## config.mk

```make
export PLATFORM = sky130hd
export DESIGN_NAME = ddr_rw_arbiter
export DESIGN_NICKNAME = d
export VERILOG_FILES = /design/src/rtl/ddr_rw_arbiter.sv
export SDC_FILE = /design/constraint.sdc
export NUM_CORES = 1
export LEC_CHECK = 0
export ABC_AREA = 0
export CAP_MARGIN = 0
export CORE_AREA = 2 2 229 231
export DETAILED_ROUTE_END_ITERATION = 10
export DIE_AREA = 0 0 231 233
export HOLD_SLACK_MARGIN = 0.15
export PLACE_DENSITY = 0.49
export SETUP_SLACK_MARGIN = 0.05
export SLEW_MARGIN = 10
export SYNTH_ARGS = -nofsm -noshare
export SYNTH_HDL_FRONTEND = slang
export SYNTH_SLANG_ARGS = --single-unit
```

## constraint.sdc

```tcl
create_clock -name clk_100 -period 2.9 [get_ports clk_100]
set_input_delay 0.87 -clock clk_100 [delete_from_list [all_inputs] [get_ports clk_100]]
set_output_delay 0.87 -clock clk_100 [all_outputs]
set_load 0.02 [all_outputs]
```

## src/rtl/ddr_rw_arbiter.sv

```systemverilog
// DDR read/write burst arbiter.
// Moves fixed-length bursts between a write FIFO, a DDR command/data
// interface and a read FIFO. Write and read offsets walk their frame
// regions and are rewound by the frame-sync pulses from the video side.
module ddr_rw_arbiter #(
   parameter int BURST_LEN   = 64,
   parameter int FRAME_BEATS = 98304,
   parameter int WR_BASE     = 0,
   parameter int RD_BASE     = 0,
   parameter int RFIFO_LOW   = 512
) (
   input  logic         clk_100,
   input  logic         rst_n,
   input  logic         ddr_init_done,
   input  logic         wr_load,
   input  logic         rd_load,
   input  logic [10:0]  wfifo_rcount,
   input  logic [127:0] wfifo_rd_data,
   output logic         wfifo_rd_en,
   input  logic [10:0]  rfifo_wcount,
   output logic         rfifo_wr_en,
   output logic [127:0] rfifo_wr_data,
   output logic         cmd_valid,
   input  logic         cmd_ready,
   output logic         cmd_wr,
   output logic [27:0]  cmd_addr,
   output logic [7:0]   cmd_len,
   output logic         wdata_valid,
   input  logic         wdata_ready,
   output logic [127:0] wdata,
   input  logic         rdata_valid,
   input  logic [127:0] rdata
);

   localparam logic [7:0]  LAST_BEAT = 8'(BURST_LEN - 1);
   localparam logic [28:0] STEP      = 29'(BURST_LEN);
   localparam logic [28:0] FRAME_END = 29'(FRAME_BEATS);
   localparam logic [11:0] WR_THRESH = 12'(BURST_LEN);
   localparam logic [11:0] RD_THRESH = 12'(RFIFO_LOW);
   localparam logic [27:0] WR_BASE_A = 28'(WR_BASE);
   localparam logic [27:0] RD_BASE_A = 28'(RD_BASE);

   typedef enum logic [2:0] {
      S_IDLE,
      S_WR_CMD,
      S_WR_DATA,
      S_RD_CMD,
      S_RD_DATA
   } state_t;

   state_t      r_state;
   state_t      w_state_next;
   logic [27:0] r_wr_off;
   logic [27:0] r_rd_off;
   logic [7:0]  r_beat_cnt;
   logic        r_last_wr;      // 1: last served burst was a write, 0: a read

   logic        w_in_idle;
   logic        w_wr_req;
   logic        w_rd_req;
   logic        w_last_beat;
   logic        w_wr_beat;
   logic        w_rd_beat;
   logic        w_cmd_fire;
   logic [28:0] w_wr_sum;
   logic [28:0] w_rd_sum;
   logic [27:0] w_wr_off_adv;
   logic [27:0] w_rd_off_adv;

   // index 0 = write-side frame sync, index 1 = read-side frame sync
   logic [1:0]  w_load_in;
   logic [1:0]  w_edge;
   logic [1:0]  w_pend;

   assign w_load_in   = {rd_load, wr_load};
   assign w_in_idle   = (r_state == S_IDLE);
   assign w_wr_req    = ({1'b0, wfifo_rcount} >= WR_THRESH);
   assign w_rd_req    = ({1'b0, rfifo_wcount} <  RD_THRESH);
   assign w_last_beat = (r_beat_cnt == LAST_BEAT);
   assign w_cmd_fire  = cmd_valid & cmd_ready;

   // offset advance, wrapping to the start of the region at the frame end
   assign w_wr_sum     = {1'b0, r_wr_off} + STEP;
   assign w_rd_sum     = {1'b0, r_rd_off} + STEP;
   assign w_wr_off_adv = (w_wr_sum >= FRAME_END) ? 28'd0 : w_wr_sum[27:0];
   assign w_rd_off_adv = (w_rd_sum >= FRAME_END) ? 28'd0 : w_rd_sum[27:0];

   generate
      for (genvar gi = 0; gi < 2; gi++) begin : g_sync
         logic [2:0] r_sync;
         logic       r_pend;

         // two synchronizer flops plus one history flop for edge detection
         always_ff @(posedge clk_100 or negedge rst_n) begin
            if (!rst_n) r_sync <= 3'b000;
            else        r_sync <= {r_sync[1:0], w_load_in[gi]};
         end

         assign w_edge[gi] = r_sync[1] & ~r_sync[2];

         // sticky request, consumed in IDLE; a new edge that cycle keeps it set
         always_ff @(posedge clk_100 or negedge rst_n) begin
            if (!rst_n) r_pend <= 1'b0;
            else        r_pend <= w_edge[gi] | (r_pend & ~w_in_idle);
         end

         assign w_pend[gi] = r_pend;
      end
   endgenerate

   // state register
   always_ff @(posedge clk_100 or negedge rst_n) begin
      if (!rst_n) r_state <= S_IDLE;
      else        r_state <= w_state_next;
   end

   // next-state decode and all channel outputs
   always_comb begin
      w_state_next  = r_state;
      cmd_valid     = 1'b0;
      cmd_wr        = 1'b0;
      cmd_addr      = 28'd0;
      cmd_len       = 8'd0;
      wdata_valid   = 1'b0;
      wdata         = 128'd0;
      wfifo_rd_en   = 1'b0;
      rfifo_wr_en   = 1'b0;
      rfifo_wr_data = 128'd0;
      w_wr_beat     = 1'b0;
      w_rd_beat     = 1'b0;
      case (r_state)
         S_IDLE: begin
            if (ddr_init_done) begin
               if (w_wr_req && w_rd_req) w_state_next = r_last_wr ? S_RD_CMD : S_WR_CMD;
               else if (w_wr_req)        w_state_next = S_WR_CMD;
               else if (w_rd_req)        w_state_next = S_RD_CMD;
            end
         end
         S_WR_CMD: begin
            cmd_valid = 1'b1;
            cmd_wr    = 1'b1;
            cmd_addr  = WR_BASE_A + r_wr_off;
            cmd_len   = LAST_BEAT;
            if (cmd_ready) w_state_next = S_WR_DATA;
         end
         S_WR_DATA: begin
            wdata_valid = 1'b1;
            wdata       = wfifo_rd_data;
            wfifo_rd_en = wdata_ready;
            w_wr_beat   = wdata_ready;
            if (wdata_ready && w_last_beat) w_state_next = S_IDLE;
         end
         S_RD_CMD: begin
            cmd_valid = 1'b1;
            cmd_wr    = 1'b0;
            cmd_addr  = RD_BASE_A + r_rd_off;
            cmd_len   = LAST_BEAT;
            if (cmd_ready) w_state_next = S_RD_DATA;
         end
         S_RD_DATA: begin
            rfifo_wr_en   = rdata_valid;
            rfifo_wr_data = rdata;
            w_rd_beat     = rdata_valid;
            if (rdata_valid && w_last_beat) w_state_next = S_IDLE;
         end
         default: w_state_next = S_IDLE;
      endcase
   end

   // beat counter and round-robin history
   always_ff @(posedge clk_100 or negedge rst_n) begin
      if (!rst_n) begin
         r_beat_cnt <= 8'd0;
         r_last_wr  <= 1'b0;
      end else begin
         if (w_cmd_fire)                     r_beat_cnt <= 8'd0;
         else if (w_wr_beat || w_rd_beat)    r_beat_cnt <= r_beat_cnt + 8'd1;
         if (w_wr_beat && w_last_beat)       r_last_wr  <= 1'b1;
         else if (w_rd_beat && w_last_beat)  r_last_wr  <= 1'b0;
      end
   end

   // frame offsets: a pending sync rewinds in IDLE, after any burst advance
   always_ff @(posedge clk_100 or negedge rst_n) begin
      if (!rst_n) begin
         r_wr_off <= 28'd0;
         r_rd_off <= 28'd0;
      end else begin
         if (w_in_idle && w_pend[0])          r_wr_off <= 28'd0;
         else if (w_wr_beat && w_last_beat)   r_wr_off <= w_wr_off_adv;
         if (w_in_idle && w_pend[1])          r_rd_off <= 28'd0;
         else if (w_rd_beat && w_last_beat)   r_rd_off <= w_rd_off_adv;
      end
   end

endmodule

```

==> impl_metrics.json, run 1 <==
{
  "ys_ff_latch": 64,
  "io_pins": 583,
  "cpPeakStageDelay_ns": 0.54,
  "ff2ff_path_depth": 9,
  "ant_nets": 0,
  "fin_nets": 1559,
  "synth-async-reset-ratio": 1.00,
  "synth_seq_area_share": 0.286,
  "min_period_ns": 2.80,
  "routed_wl_mm": 37.0,
  "worst_pin_slew_ns": 0.509,
  "worstPathRequired_ns": 2.03,
  "antenna_found_initial": 12,
  "chipWidth_microns": 231,
  "drive_gt1_frac": 0.155,
  "rsz0062_at_grt": "false",
  "leakage_nw": 5.75,
  "clk_pin_slew_worst_paths_ns": 0.06,
  "setup_violations": 0,
  "final_cells": 1959,
  "drc_errors": 0,
  "vias": 7161,
  "maxSlewViolCount": 0,
  "multi_input_area_sq_um": 3690,
  "core_area_sq_um": 51100,
  "detail_route.wl_per_cell_microns": 18.9,
  "dieArea_sq_um": 53800,
  "drtPass1Iterations": 5,
  "fin_area_sq_um": 12000,
  "max-slew-margin-rel": 0.659,
  "critPathLaunch": "rdata[51]",
  "crit_end": "rfifo_wr_data[51]",
  "peakVddDrop_uv": 260,
  "timing.final.crit_share": 0.967,
  "avgSynthCellArea_sq_um": 7.70,
  "critPathArrivalTime_ns": 1.93,
  "drtIter0Drc": 265,
  "worst_setup_path_start_kind": "input pin",
  "r2r_setup_slack_ns": 0.32,
  "track_usage": 0.129,
  "clock-sinks": 64,
  "pwr_density_cell_nw_per_um2": 484,
  "die_h_microns": 233,
  "final_util": 0.235,
  "worstSetupPathType": "in -> out",
  "regArea_sq_um": 1600,
  "synth_cells": 727,
  "worst_path_max_delay_cell": "clkdlybuf4s50_1",
  "yosys_warnings": 0,
  "crit_path_end_kind": "primary output",
  "grt_pass1_wl_mm": 50.8,
  "synth_edf_count": 0,
  "cts_root_buf": "clkbuf_16",
  "hold_path_startpoint": "g_sync[0].r_sync[0]",
  "yosysUniqueCellTypes": 58,
  "max_freq_ghz": 0.357,
  "grt_max_degree": 65,
  "viasPerCell": 3.66,
  "dp_hpwl_mm": 31.4,
  "grt_pass1_vias": 7262,
  "cts_max_level": 3,
  "fillCellCount": 5711,
  "cts_tree": "done",
  "grt_overflow": 0,
  "yosys_most_used_dff": "dfrtp_1",
  "place.gp.congestion": 0.827,
  "numCtsBuffers": 9,
  "cts_buffer_depth": 2,
  "place_area_sq_um": 12100,
  "maxCapViolCount": 0,
  "cp_cell_sequence": "clkdlybuf4s50_1, and2_1, dlygate4sd2_1",
  "port_buffers": 559,
  "crit_path_max_fanout": 1,
  "hp-class": "reg -> reg",
  "status": "finished clean",
  "clock_skew_ns": 0.00819,
  "regToRegEndpoint": "r_rd_off[15]",
  "start_util": 0.110,
  "hold_viol": 0,
  "clock_latency_ns": 0.33,
  "syn2layout_area_growth_pct": 115,
  "dp_cells": 1936,
  "syn_area_sq_um": 5600,
  "r2r-start": "r_rd_off[6]",
  "fp-row-count": 83
}
==> report_power, final <==
| group | switching [mW] | internal (mW) | leakage (nW) | total [mW] |
|---|---|---|---|---|
| registers | 0.0451 | 0.938 | 0.871 | 0.984 |
| clock network | 0.407 | 0.774 | 0.152 | 1.18 |
| logic | 2.05 | 1.60 | 4.73 | 3.65 |
| total | 2.50 | 3.31 | 5.75 | 5.81 |
==> through the flow <==
step                      setup slack [ns]  hold WS (ns)  TNS (ns)  total power [mW]
final                               0.0971         0.347         0              5.81
after global placement              -0.142         0.336     -5.63              4.99
after global routing                0.0501         0.360         0              6.15
after CTS                          -0.0669         0.350    -0.386              5.90
after detailed placement            -0.136         0.336     -4.85              4.97
after floorplan                      0.247         0.331         0              2.82
==> cell usage after synthesis, types with 2 or more instances <==
master     number  area share
a211o_1         6      0.0094
nand2b_1        4      0.0045
clkbuf_2        2      0.0018
dfrtp_1        64        0.29
nor3b_1         7      0.0094
nand3b_1        2      0.0027
mux2i_1        25       0.045
nand3_1        32       0.029
a21o_1          3      0.0040
buf_4          14       0.019
mux2_2          2      0.0040
buf_2          12       0.011
nand4b_1        2      0.0031
a21oi_1         9      0.0080
nand2_1        43       0.029
o21ai_0         7      0.0063
clkbuf_1       40       0.027
nand4_2         2      0.0045
and4_1          5      0.0078
buf_1           2      0.0013
nor4_1         11       0.012
and3_1          6      0.0067
nand4_1        20       0.022
xnor2_1         5      0.0078
o21ai_1         2      0.0018
xor2_1          5      0.0078
or3_1           4      0.0045
and2_1        281        0.31
a31oi_1         2      0.0022
nor3_1         13       0.012
a22oi_1         2      0.0027
inv_1           7      0.0047
o2111ai_1       2      0.0031
nor2_1         57       0.038
ha_1            4      0.0089
==> flip-flops by register name (all words and copies together), names as in the netlist <==
register,cells
r_state,3
r_rd_off,22
r_last_wr,1
g_sync.r_pend,2
r_beat_cnt,8
g_sync.r_sync,6
r_wr_off,22
==> layout by cell type (no fill, tap or decap), types with 24 or more instances in the layout <==
cell             count
nor2_1              57
clkdlybuf4s15_1     30
nand3_1             32
dfrtp_1             63
mux2i_1             24
nand2_1             43
and2_1             278
buf_4               56
clkbuf_2            78
clkdlybuf4s50_1    269
dlygate4sd2_1      127
==> worst min-delay path by stage <==
stage                                endpoint  slack, ns  cells after the start
final                     g_sync[0].r_sync[1]       0.35                      0
after global routing      g_sync[0].r_sync[1]       0.36                      0
after CTS                 g_sync[0].r_sync[1]       0.35                      0
after detailed placement  g_sync[0].r_sync[1]       0.34                      0
after global placement    g_sync[0].r_sync[1]       0.34                      0
after floorplan           g_sync[0].r_sync[1]       0.33                      0
==> logic make-up after synthesis <==
group                    count (synthesis)  synth area share
multiplexers                            28            0.0507
XOR/XNOR                                10            0.0156
other                                    1          0.000670
AND/OR/NAND/NOR                        498             0.517
buffers and inverters                   78            0.0662
flip-flops                              64             0.286
adder cells (fa/ha/maj)                  4           0.00894
AO/OA/AOI/OAI                           44            0.0548
==> area by class of cell <==
type / count / share of cell area
antenna: 5 / 0.00104
sequential: 64 / 0.133
clock inverter: 5 / 0.00666
tap: 680 / 0.0708
timing repair buffer: 595 / 0.459
multi-input combinational: 592 / 0.307
clock buffer: 11 / 0.0202
inverter: 7 / 0.00250
==> critical path: cells and delay by family <==
kind,cells,cell delay (ns)
simple gates,1,0.17
buf+inv,2,0.88
==> timing repair <==
action / 4_1_cts / 5_1_grt
hold buffers: 0 / 0
endpoints found under the setup margin: 252 / 134
buffers inserted: 1 / 0
gates cloned: 0 / 1
gates resized for setup: 251 / 196
pin swaps: 1 / 0
==> metal layers <==
metal  up-vias  share of wire  global-route usage
met2       277           0.53               0.230
met3        28          0.078              0.0379
met5         -        0.00062                   0
met4         4          0.011              0.0264
li1       3457              -                   -
met1      3395           0.38               0.153
(Power assumes the default switching activity.)
==> run 2, diff against run 1 <==
==> constraint.sdc (replaced) <==
create_clock -name clk_100 -period 2.6 [get_ports clk_100]
set_input_delay 0.65 -clock clk_100 [delete_from_list [all_inputs] [get_ports clk_100]]
set_output_delay 0.65 -clock clk_100 [all_outputs]
set_load 0.02 [all_outputs]
==> impl_metrics.json, run 2 (synthesized netlist as in run 1, its figures left out) <==
{
  "status": "finished clean",
  "r2r-start": "r_rd_off[14]",
  "setup_violations": 0,
  "fillCellCount": 5718,
  "regToRegEndpoint": "r_rd_off[8]",
  "routed_wl_mm": 38.4,
  "fp-row-count": 83,
  "dp_cells": 1960,
  "timing.final.crit_share": 0.969,
  "cts_tree": "done",
  "vias": 7340,
  "die_h_microns": 233,
  "worst_pin_slew_ns": 0.516,
  "layout_common_cells": "clkdlybuf4s50_1, and2_1, buf_2",
  "max-slew-margin-rel": 0.655,
  "pwr_density_cell_nw_per_um2": 538,
  "p_total_mw": 6.71,
  "antenna_found_initial": 13,
  "grt_overflow": 0,
  "leakage_nw": 5.81,
  "cts_root_buf": "clkbuf_16",
  "cts_max_level": 3,
  "port_buffers": 559,
  "hp-class": "in -> async",
  "dp_hpwl_mm": 32.0,
  "viasPerCell": 3.68,
  "reg_top3": "r_rd_off x22, r_wr_off x22, r_beat_cnt x8",
  "chipWidth_microns": 231,
  "grt_pass1_vias": 7360,
  "core_area_sq_um": 51100,
  "setup_tns_ns": 0,
  "io_pins": 583,
  "clk_pin_slew_worst_paths_ns": 0.06,
  "r2r_setup_slack_ns": 0.20,
  "peakVddDrop_uv": 291,
  "final_cells": 1992,
  "drive_gt1_frac": 0.326,
  "crit_path_max_fanout": 7,
  "cts_buffer_depth": 2,
  "layout_commonest_cell": "clkdlybuf4s50_1",
  "drtPass1Iterations": 5,
  "worst_setup_path_start_kind": "flip-flop",
  "fin_nets": 1595,
  "start_util": 0.110,
  "ff2ff_path_depth": 8,
  "dieArea_sq_um": 53800,
  "place.gp.congestion": 0.829,
  "hold_viol": 0,
  "worstPathRequired_ns": 1.95,
  "clock_latency_ns": 0.35,
  "grt_max_degree": 65,
  "crit_path_end_kind": "primary output",
  "maxCapViolCount": 0,
  "min_period_ns": 2.52,
  "maxSlewViolCount": 0,
  "max_freq_ghz": 0.397,
  "clock-sinks": 64,
  "grt_pass1_wl_mm": 51.9,
  "critPathArrivalTime_ns": 1.87,
  "worstSetupPathType": "reg -> out",
  "drc_errors": 0,
  "detail_route.wl_per_cell_microns": 19.3,
  "track_usage": 0.132,
  "syn2layout_area_growth_pct": 123,
  "drtIter0Drc": 354,
  "final_util": 0.244,
  "ant_nets": 0,
  "clock_skew_ns": 0.00926,
  "rsz0062_at_grt": "true",
  "numCtsBuffers": 9
}
-- run 2: timing repair --
item                                    in CTS  in global routing
pin swaps                                    1                 12
setup buffers                                5                  1
hold buffers                                 0                  0
gates resized for setup                    685                404
endpoints found under the setup margin     259                249
cloned                                       1                  7
-- run 2: worst max-delay path, stage by stage (launching register included) --
cell and delay, ns:
dfrtp_2 0.46, nor3b_4 0.28, buf_12 0.16, buf_12 0.14, clkbuf_16 0.15, and2_4 0.19
buf_6 0.13
-- run 2: stage by stage --
stage	area (sq um)	hold WS (ns)	setup slack, ns
2_1_floorplan	5620	0.331	0.167
3_3_place_gp	12400	0.339	-0.126
3_5_place_dp	12400	0.338	-0.0518
4_1_cts	12900	0.333	-0.156
5_1_grt	12500	0.337	-0.0134
6_report	12500	0.309	0.0813
-- run 2: worst max-delay path by stage --
stage | slack (ns) | cells past startpoint | start | to
after global placement | -0.13 | 8 | wfifo_rcount[7] | r_state[1]
final | 0.08 | 6 | r_state[0] | rfifo_wr_data[113]
after global routing | -0.01 | 6 | r_state[0] | rfifo_wr_data[113]
after detailed placement | -0.05 | 8 | wfifo_rcount[7] | r_state[1]
after CTS | -0.16 | 4 | r_state[1] | cmd_addr[11]
after floorplan | 0.17 | 5 | r_state[1] | cmd_addr[11]
-- run 2: report_power, final --
part	switching (mW)	internal [mW]	leakage, nW
sequential	0.0571	1.05	0.870
combinational	2.37	2.07	4.81
clock	0.503	0.661	0.137
total	2.93	3.78	5.81
-- run 2: cell type report --
cell class	count	area (sq um)	area share
repair buffers	631	5850	0.469
multi-input cells	592	3840	0.308
flip-flops and latches	64	1600	0.129
well taps	680	851	0.0682
clock buffers	9	225	0.0181
clock inverters	7	60.1	0.00482
inverters	7	30.0	0.00241
diodes	2	5.00	0.000401
-- run 2: metal layers --
layer	track usage	vias up	share of wire
met2	0.239	273	0.53
li1	-	3535	-
met1	0.152	3476	0.38
met4	0.0222	6	0.016
met3	0.0446	50	0.080
met5	0	-	0.00089
==> run 3, diff against run 2 <==
--- a/config.mk
+++ b/config.mk
@@ -12,7 +12,7 @@
 export DIE_AREA = 0 0 231 233
 export HOLD_SLACK_MARGIN = 0.15
 export PLACE_DENSITY = 0.49
-export SETUP_SLACK_MARGIN = 0.05
+export SETUP_SLACK_MARGIN = 0.5
 export SLEW_MARGIN = 10
 export SYNTH_ARGS = -nofsm -noshare
 export SYNTH_HDL_FRONTEND = slang
==> impl_metrics.json, run 3 (synthesized netlist as in run 1, its figures left out) <==
{
  "dp_worst_setup_slack_ns": -0.0886,
  "cts_hold_buffers": 0,
  "crit_path_end_kind": "primary output",
  "setup_violations": 0,
  "power.internal_mw": 5.31,
  "worstSetupPathType": "reg -> out",
  "hp-class": "in -> async",
  "place.gp.congestion": 0.871,
  "worst_setup_path_start_kind": "flip-flop",
  "grt_pass1_vias": 7493,
  "ant_nets": 0,
  "p_total_mw": 8.59,
  "switching_share": 0.382,
  "detail_route.wl_per_cell_microns": 22.5,
  "worstPathRequired_ns": 1.95,
  "final_util": 0.277,
  "grt_pass1_wl_mm": 59.5,
  "multi_input_area_sq_um": 4290,
  "die_h_microns": 233,
  "track_usage": 0.158,
  "layout_common_cells": "clkdlybuf4s50_1, buf_6, and2_4",
  "dp_hpwl_mm": 38.8,
  "min_period_ns": 2.54,
  "drc_errors": 0,
  "max_freq_ghz": 0.393,
  "whs_ns": 0.344,
  "syn2layout_area_growth_pct": 153,
  "peakVddDrop_uv": 305,
  "io_pins": 583,
  "drtIter0Drc": 393,
  "chipWidth_microns": 231,
  "gr-usage-met2": 0.223,
  "fin_nets": 1631,
  "start_util": 0.110,
  "drtPass1Iterations": 4,
  "dieArea_sq_um": 53800,
  "hold_viol": 0,
  "gr-usage-met1": 0.206,
  "reg_top3": "r_rd_off x22, r_wr_off x22, r_beat_cnt x8",
  "clock_skew_ns": 0.00715,
  "routed_wl_mm": 45.8,
  "place_area_sq_um": 12800,
  "fp-row-count": 83,
  "cts_tree": "done",
  "final_cells": 2033,
  "setup_tns_ns": 0,
  "maxSlewViolCount": 0,
  "cts_buffer_depth": 2,
  "crit_path_max_fanout": 8,
  "leakage_nw": 6.41,
  "pwr_density_cell_nw_per_um2": 607,
  "rsz0062_at_grt": "true",
  "maxCapViolCount": 0,
  "port_buffers": 559,
  "regArea_sq_um": 1610,
  "p_seq_frac": 0.128,
  "timing.final.crit_share": 0.978,
  "fillCellCount": 5459,
  "numCtsBuffers": 9,
  "core_area_sq_um": 51100,
  "drive_gt1_frac": 0.492,
  "critPathArrivalTime_ns": 1.89,
  "status": "finished clean",
  "viasPerCell": 3.82,
  "clock-sinks": 64,
  "antenna_found_initial": 49,
  "p_clk_frac": 0.151,
  "setup_ws_ns": 0.0581,
  "grt_max_degree": 34,
  "p_switching_mw": 3.28,
  "dp_cells": 1949,
  "clk_pin_slew_worst_paths_ns": 0.06,
  "cts_root_buf": "clkbuf_16",
  "clock_latency_ns": 0.34,
  "max-slew-margin-rel": 0.659,
  "use_met3": 0.101,
  "vias": 7775,
  "cts_max_level": 3,
  "p_comb_frac": 0.721,
  "worst_pin_slew_ns": 0.510,
  "fin_area_sq_um": 14200,
  "grt_overflow": 0,
  "layout_commonest_cell": "clkdlybuf4s50_1",
  "top_usage_layer": "met2"
}
run 3: cell count changes in the layout (fill, tap and decap cells not counted), moves of 8 or more:
cell,change
and2_4,+64
clkbuf_2,+24
buf_2,-100
and2_2,+114
buf_16,+8
buf_6,+79
buf_12,+16
and2_1,-178
run 3: metal layers:
layer / share of wire / vias up
met1: 0.43 / 3678
met2: 0.41 / 389
li1: - / 3621
met4: 0.0065 / 36
met5: 0.0049 / -
met3: 0.14 / 51
run 3: layout make-up:
cell class                      count  area share
Tap cell                          680      0.0601
Clock buffer                       12      0.0188
Multi-Input combinational cell    592       0.303
Antenna cell                        7     0.00124
Clock inverter                      4     0.00362
Timing Repair Buffer              667       0.497
Inverter                            7     0.00203
Sequential cell                    64       0.114
run 3: what timing repair did:
action / 4_1_cts / 5_1_grt
resized for setup: 809 / 440
gates cloned: 8 / 13
buffers inserted: 20 / 20
endpoints found under the setup margin: 326 / 325
pin swaps: 20 / 52
run 3: worst paths after layout:
path	startpoint	endpoint	slack [ns]	cells after the start
max reg2reg	r_state[0]	r_wr_off[8]	0.16	11
min	rst_n	r_rd_off[7]	0.34	2
max in group asynchronous	rst_n	r_state[0]	1.90	2
min reg2reg	g_sync[1].r_sync[0]	g_sync[1].r_sync[1]	0.36	0
min in group clk_100	g_sync[1].r_sync[0]	g_sync[1].r_sync[1]	0.36	0
max	r_state[0]	wdata[91]	0.06	8
run 3: worst max-delay path, cell delays in order, from the launching register on:
cell	delay, ns
dfrtp_2	0.45
nor3b_4	0.22
buf_12	0.14
buf_12	0.14
buf_12	0.13
buf_12	0.12
buf_6	0.09
and2_4	0.13
buf_6	0.11
run 3: power groups by stage:
stage          Combinational [mW]  Sequential (mW)  Clock (mW)
3_3_place_gp                 4.83             1.11           0
4_1_cts                      5.55             1.11        1.32
3_5_place_dp                 4.84             1.12           0
5_1_grt                      6.52             1.11        1.37
2_1_floorplan                2.19             1.08           0
6_report                     6.19             1.10        1.29
